[config.mk]
export PLATFORM = sky130hd
export DESIGN_NAME = mem_arbiter
export DESIGN_NICKNAME = d
export VERILOG_FILES = /design/src/rtl/mem_arbiter_pkg.sv /design/src/rtl/arb_timeout.sv /design/src/rtl/mem_arbiter.sv
export SDC_FILE = /design/constraint.sdc
export NUM_CORES = 1
export LEC_CHECK = 0
export BUFFER_PORTS_ARGS = -buffer_cell sky130_fd_sc_hd__buf_2
export CAP_MARGIN = 20
export CORE_UTILIZATION = 30
export CTS_CLUSTER_SIZE = 14
export DETAILED_ROUTE_END_ITERATION = 8
export SYNTH_ARGS = -nofsm -noshare
export SYNTH_HDL_FRONTEND = slang
export SYNTH_SLANG_ARGS = --single-unit
[constraint.sdc]
create_clock -name clk -period 6.37 [get_ports clk]
set_clock_uncertainty 0.1 [all_clocks]
set_input_delay 1.274 -clock clk [delete_from_list [all_inputs] [get_ports clk]]
set_output_delay 1.274 -clock clk [all_outputs]
set_load 0.01 [all_outputs]
[src/rtl/mem_arbiter_pkg.sv]
// Shared definitions for the instruction/data memory arbiter:
// FSM state encoding, requester identifiers and datapath widths.
package mem_arbiter_pkg;

    localparam int unsigned ADDR_W = 16;
    localparam int unsigned DATA_W = 16;
    localparam int unsigned CNT_W  = 8;

    typedef enum logic [1:0] {
        IDLE  = 2'b00,
        GNT_I = 2'b01,
        GNT_D = 2'b10,
        RESP  = 2'b11
    } arb_state_e;

    typedef enum logic {
        REQ_I = 1'b0,
        REQ_D = 1'b1
    } req_id_e;

endpackage

[src/rtl/arb_timeout.sv]
// Grant-age counter: cleared when a grant is issued, advanced on every granted
// cycle that has not completed, and flags the cycle on which the age limit is hit.
module arb_timeout #(
    parameter int unsigned LIMIT = 255
) (
    input  logic clk,
    input  logic rst,
    input  logic clear,
    input  logic count_en,
    output logic terminal
);
    import mem_arbiter_pkg::*;

    logic [CNT_W-1:0] count_q;

    // Age register: restart on grant, count while the grant is still waiting.
    always_ff @(posedge clk or posedge rst) begin
        if (rst) begin
            count_q <= '0;
        end else if (clear) begin
            count_q <= '0;
        end else if (count_en) begin
            count_q <= count_q + 1'b1;
        end
    end

    // The LIMIT-th waiting cycle is the last one allowed.
    assign terminal = count_en && (count_q == CNT_W'(LIMIT - 1));

endmodule

[src/rtl/mem_arbiter.sv]
// Two-requester memory arbiter (fetch side I, data side D) in front of a cached
// memory system. One transaction at a time: IDLE -> GNT_x -> RESP -> IDLE, with a
// grant-age abort that raises the sticky err flag.
// Build option: define MEM_ARBITER_RR_EN for round-robin on simultaneous I/D
// requests; otherwise D always wins over I.
module mem_arbiter #(
    parameter int unsigned TIMEOUT_CYC = 255
) (
    input  logic        clk,
    input  logic        rst,
    // Fetch requester
    input  logic        i_rd,
    input  logic [15:0] i_addr,
    output logic        i_done,
    output logic [15:0] i_data,
    // Data requester
    input  logic        d_rd,
    input  logic        d_wr,
    input  logic [15:0] d_addr,
    input  logic [15:0] d_wdata,
    output logic        d_done,
    output logic [15:0] d_rdata,
    // Memory system
    output logic [15:0] mem_addr,
    output logic [15:0] mem_wdata,
    output logic        mem_rd,
    output logic        mem_wr,
    input  logic [15:0] mem_rdata,
    input  logic        mem_done,
    input  logic        mem_stall,
    // Status
    output logic        busy,
    output logic        err
);
    import mem_arbiter_pkg::*;

    arb_state_e state_q, state_d;
    req_id_e    gnt_q, gnt_d;
    logic       d_req, d_conflict, pick_d;
    logic       grant, in_gnt, tmo_en, tmo_hit, set_err;
    logic       err_q;
    logic       unused_stall;

    // Stall is purely informational; the arbiter simply keeps waiting for mem_done.
    assign unused_stall = mem_stall;

    // A D request is valid only when exactly one of read/write is asserted.
    assign d_req      = d_rd ^ d_wr;
    assign d_conflict = d_rd & d_wr;
    assign in_gnt     = (state_q == GNT_I) || (state_q == GNT_D);
    assign tmo_en     = in_gnt && !mem_done;
    assign grant      = (state_q == IDLE) && (state_d != IDLE);

`ifdef MEM_ARBITER_RR_EN
    req_id_e rr_q;

    // Round-robin pointer: after each completion favour the side not just served.
    always_ff @(posedge clk or posedge rst) begin
        if (rst) begin
            rr_q <= REQ_D;
        end else if (state_q == RESP) begin
            rr_q <= (gnt_q == REQ_D) ? REQ_I : REQ_D;
        end
    end

    assign pick_d = (rr_q == REQ_D);
`else
    assign pick_d = 1'b1;
`endif

    arb_timeout #(
        .LIMIT (TIMEOUT_CYC)
    ) u_timeout (
        .clk      (clk),
        .rst      (rst),
        .clear    (grant),
        .count_en (tmo_en),
        .terminal (tmo_hit)
    );

    // State and granted-side registers.
    always_ff @(posedge clk or posedge rst) begin
        if (rst) begin
            state_q <= IDLE;
            gnt_q   <= REQ_I;
        end else begin
            state_q <= state_d;
            gnt_q   <= gnt_d;
        end
    end

    // Next-state: arbitration in IDLE, completion or abort in GNT, single RESP cycle.
    always_comb begin
        state_d = state_q;
        gnt_d   = gnt_q;
        set_err = 1'b0;
        case (state_q)
            IDLE: begin
                set_err = d_conflict;
                if (d_req && (pick_d || !i_rd)) begin
                    state_d = GNT_D;
                    gnt_d   = REQ_D;
                end else if (i_rd) begin
                    state_d = GNT_I;
                    gnt_d   = REQ_I;
                end
            end
            GNT_I, GNT_D: begin
                if (mem_done) begin
                    state_d = RESP;
                end else if (tmo_hit) begin
                    state_d = IDLE;
                    set_err = 1'b1;
                end
            end
            RESP: begin
                state_d = IDLE;
            end
            default: begin
                state_d = IDLE;
            end
        endcase
    end

    // Memory command registers and per-side read data capture.
    always_ff @(posedge clk or posedge rst) begin
        if (rst) begin
            mem_addr  <= '0;
            mem_wdata <= '0;
            mem_rd    <= 1'b0;
            mem_wr    <= 1'b0;
            i_data    <= '0;
            d_rdata   <= '0;
        end else begin
            if (grant) begin
                if (gnt_d == REQ_D) begin
                    mem_addr  <= d_addr;
                    mem_wdata <= d_wdata;
                    mem_rd    <= d_rd;
                    mem_wr    <= d_wr;
                end else begin
                    mem_addr  <= i_addr;
                    mem_wdata <= '0;
                    mem_rd    <= 1'b1;
                    mem_wr    <= 1'b0;
                end
            end else if (in_gnt && (state_d != state_q)) begin
                // Leaving the grant on completion or abort drops the command.
                mem_rd <= 1'b0;
                mem_wr <= 1'b0;
            end
            if ((state_q == GNT_I) && mem_done) begin
                i_data <= mem_rdata;
            end
            if ((state_q == GNT_D) && mem_done) begin
                d_rdata <= mem_rdata;
            end
        end
    end

    // Sticky error: D read/write conflict or grant timeout.
    always_ff @(posedge clk or posedge rst) begin
        if (rst) begin
            err_q <= 1'b0;
        end else if (set_err) begin
            err_q <= 1'b1;
        end
    end

    assign err    = err_q;
    assign busy   = (state_q != IDLE);
    assign i_done = (state_q == RESP) && (gnt_q == REQ_I);
    assign d_done = (state_q == RESP) && (gnt_q == REQ_D);

endmodule

After elaboration in Yosys (flattened, before gate mapping) --
Cells that the tools add are included. W data, S select, Z words.
Cells by class: muxes and demuxes 20, bitwise logic cells 3, equality and inequality tests 5, $add $sub $neg 1, reduce and logical (&&, ||, !) cells 16
Operators by type and width (count):
- $mux W16 | 2
- $mux W8 | 2
- $mux W1 | 10
- $add A8 B1 Y8 const B | 1
- $eq A8 B8 Y1 const B | 1
- $logic_and A1 B1 Y1 | 8
- $mux W2 | 4
- $reduce_bool A2 Y1 | 4
- $pmux W2 S3 | 1
- $eq A2 B2 Y1 const B | 2
- $eq A2 B1 Y1 const B | 1
- $logic_not A2 Y1 | 1
- $ne A2 B2 Y1 | 1
- $pmux W1 S2 | 1
- $reduce_or A2 Y1 | 1
- $and A1 B1 Y1 | 1
- $logic_not A1 Y1 | 1
- $logic_or A1 B1 Y1 | 1
- $not A1 Y1 | 1
- $xor A1 B1 Y1 | 1
Word-level totals: register bits after elaboration 78, word-level logic and storage cells 55, output and inout bits 70, bits of input ports 71

Depth between registers and ports, before layout --
depth after elaboration 11, mapped depth 9, mapped depth without buffers 6

Modules after synthesis --
A second synthesis with hierarchy kept.
Second synthesis, totals: cell total of the unflattened synthesis 271, area total of the unflattened synthesis 3407.0 µm²
Modules (own cells, without submodules):
- mem_arbiter | area an instance 2987.9 µm², instances 1, cells each 229
- arb_timeout | area an instance 419.2 µm², instances 1, cells each 42

Worst setup path after synthesis --
No wires, ideal clock.
path type input -> register, from in d_rd, to reg mem_wdata[0], setup slack 3598 ps, cell stages on the path 5, arrival 2551 ps, path through ha_1 > o41ai_4 > a21oi_2 > buf_2 > a22o_1
On the way: word-level cells in the longest chain between the ends 5, elaborated cells between the ends (all ways) 8, those cells by class mux (5); bitwise (1); reduce/logical (2)
Ends and longest elaborated chain:
- start, declared | line mem_arbiter.sv:17 | input logic d_rd,
- $xor A1 B1 Y1 * | line mem_arbiter.sv:48 | assign d_req = d_rd ^ d_wr;
- $mux W2 | line mem_arbiter.sv:100 | if (d_req && (pick_d || !i_rd)) begin
- $pmux W2 S3 | line mem_arbiter.sv:97 | case (state_q)
- $reduce_bool A2 Y1 | line mem_arbiter.sv:52 | assign grant = (state_q == IDLE) && (state_d != IDLE);
- $logic_and A1 B1 Y1 | line mem_arbiter.sv:52
- end signal, assigned | line mem_arbiter.sv:138 | mem_wdata <= d_wdata;
- end, declared | line mem_arbiter.sv:25 | output logic [15:0] mem_wdata,
Every way passes the cells marked *; elsewhere a longest branch is shown, timed or not. A chain may end at the register's enable or synchronous reset.

Worst setup path in the final report --
from in d_rd, to reg mem_wdata[1]
The elaborated chain is that of the path after synthesis.

==> flow_summary.yaml <==
final_layout:
  fin_area_um2: 4500
  fin_cells: 554
  nets: 488
  final_common_cell: "buf_2"
  diodes: 0
  drive_above_1_share_pct: 46.9
  area_growth_pct: 32.2
  final_cell_mix: "139 x buf_2, 78 x dfrtp_1, 32 x mux2_2, 23 x nand2_1"
place:
  place.gp.congestion: 0.747
  placed_area_um2: 4210
  hpwl_mm: 5.23
  dp.cells: 538
  portBuffers: 139
yosys:
  synthTopCellsByArea: "dfrtp_1 57%, mux2_2 11%, mux2i_1 4.7%"
  ys_seq_area_share_pct: 57.4
  synth_area_leader_cell: "dfrtp_1"
  netlist.area_leader.share_pct: 57.4
  synth_nets: 350
  synth.avg_cell_area_um2: 12.6
  synth_seq_cells: 78
  synth_enable_flop_cells: 0
  synth-main-ff-cell: "dfrtp_1"
  postSynth.asyncResetShare_pct: 100
  synth_area_um2: 3400
  synth_cell_type_count: 39
  yosysWarnings: 0
  syn_inst: 271
grt:
  grt_antenna_before_repair: 0
  grt_pass1_vias: 2556
  grt_max_degree: 79
  grt_use_total_pct: 13.1
  grt-ovfl-total: 0
  grt_first_pass_wirelength_mm: 11.8
floorplanning:
  core_um2: 10900
  die_w_um: 108
  initial_core_util_pct: 31.1
  die_area_um2: 11800
  die_h_um: 108
  placementRows: 38
  io_pins: 141
worst_setup_path:
  startpoint: "d_rd"
  critical_path_class: "in -> reg"
  timing.rr.end: "mem_addr[11]"
  required_ns: 6.49
  rrSetupSlack_ns: 3.70
  startpoint_type: "primary input"
  cp_max_fo: 40
  r2r_start: "state_q[1]"
  ff2ff_path_depth: 6
  end_kind: "flop"
  crit_arrival_ns: 3.39
clock_tree:
  insertion_delay_ns: 0.33
  cts.reportedPaths.clkPinSlew_ns: 0.06
  root_buffer: "clkbuf_16"
  cts_hold_buf: 0
  cts_tree: "yes"
  htree_levels: 3
  cts_buffer_depth: 2
  cts_setup_buffers: 0
  clkSinkCount: 78
  post_cts_resized: 0
  cts_buffers: 9
worst_hold_path:
  hold_end: "mem_addr[3]"
  min_path_cells: 2
  hold_path_class: "reg -> reg"
  min-delay-start: "mem_addr[3]"
route:
  vias_per_cell: 4.65
  detail_route.wl_per_cell_um: 13.3
  num_vias: 2578
  routed_wl_mm: 7.35
  drtIter0Drc: 110
  ant_nets: 0
  drtPass1Iterations: 4
  drc_errors: 0
timing:
  hold_viol_final: 0
  fmax_mhz: 306
  maxSlewHeadroom_pct: 34.9
  drv_slew: 0
  post-route-period-util_pct: 51.4
  rsz0062_at_grt: "no"
  tns_ns: 0
  post-route-min-period_ns: 3.27
  setup_viol: 0
  tightest_slew_ns: 0.976
  holdWs_ns: 0.380
power_and_ir_drop:
  p_leak_nw: 2.28
  ir_worst_vdd_uv: 165
  power_density_nw_per_um2: 508
run_status:
  status: "completed"
run:
  drv_cap: 0
report_power, final:
| part | internal [mW] | switching [mW] | total (mW) |
|---|---|---|---|
| registers | 0.716 | 0.125 | 0.842 |
| logic | 0.446 | 0.503 | 0.949 |
| clock network | 0.302 | 0.192 | 0.494 |
sequential cells by signal, summed over array words and instances, names as in the netlist:
name / count
i_data: 16
err: 1
mem_rd: 1
gnt_q: 1
mem_addr: 16
mem_wdata: 16
d_rdata: 16
mem_wr: 1
state_q: 2
u_timeout.count_q: 8
worst max-delay path by stage:
stage	end	slack [ns]	cells after the start
6_report	mem_wdata[1]	3.10	6
5_1_grt	mem_wdata[5]	2.93	6
4_1_cts	mem_wdata[1]	3.08	6
3_3_place_gp	mem_wdata[3]	2.72	6
3_5_place_dp	mem_wdata[9]	2.71	6
2_1_floorplan	d_rdata[0]	3.00	1
cell usage after synthesis (2+ instances only):
library cell / n
mux2_2: 32
inv_1: 8
o21ai_0: 10
buf_6: 2
a211oi_1: 2
nand4_1: 4
a22o_1: 16
mux2i_1: 16
nand3_1: 4
a31oi_1: 2
xor2_1: 6
nor2_1: 9
a21oi_1: 2
buf_4: 2
nand2_1: 23
a211o_1: 2
nand2b_1: 3
nor2b_1: 2
dfrtp_1: 78
buf_2: 7
clkbuf_1: 3
and3_1: 2
and2_1: 3
o21ai_1: 10
ha_1: 8
o31ai_1: 2
logic make-up (layout without fill, tap and decap cells):
group / after synthesis / after routing / share of synthesized area (%)
compound gates: 54 / 54 / 11.7
flops: 78 / 78 / 57.4
xor+xnor: 7 / 7 / 1.80
simple gates: 54 / 54 / 7.58
mux: 48 / 48 / 15.3
buf+inv: 22 / 165 / 3.35
fa+ha+maj: 8 / 8 / 2.94
per-stage QoR:
step	power, mW	utilization, %	worst slack [ns]
after detailed placement	1.82	38.5	2.71
after global routing	2.47	41.1	2.93
after floorplan	1.49	-	3.00
after CTS	2.33	41.1	3.08
after global placement	1.79	38.5	2.72
final	2.28	41.1	3.10
cell type report:
| class | count | area (um2) |
|---|---|---|
| Clock buffer | 10 | 229 |
| Clock inverter | 6 | 62.6 |
| Fill cell | 1083 | 6440 |
| Inverter | 8 | 31.3 |
| Multi-Input combinational cell | 171 | 1340 |
| Sequential cell | 78 | 1950 |
| Tap cell | 140 | 175 |
| Timing Repair Buffer | 141 | 711 |
per-layer routing:
| layer | global-route usage (%) | up-vias | routed length, um |
|---|---|---|---|
| met1 | 15.7 | 1228 | 3210 |
| met3 | 4.10 | 12 | 527 |
| met4 | 7.34 | 0 | 140 |
| met2 | 20.9 | 101 | 3470 |
| met5 | 0 | - | 0 |
| li1 | - | 1237 | - |
worst max-delay path, stage by stage:
cell	delay (ns)
buf_2	0.11
ha_1	0.38
o41ai_4	0.70
buf_4	0.46
a21oi_2	0.22
a22o_1	0.24
No activity file was read; power rests on OpenSTA's default activity.
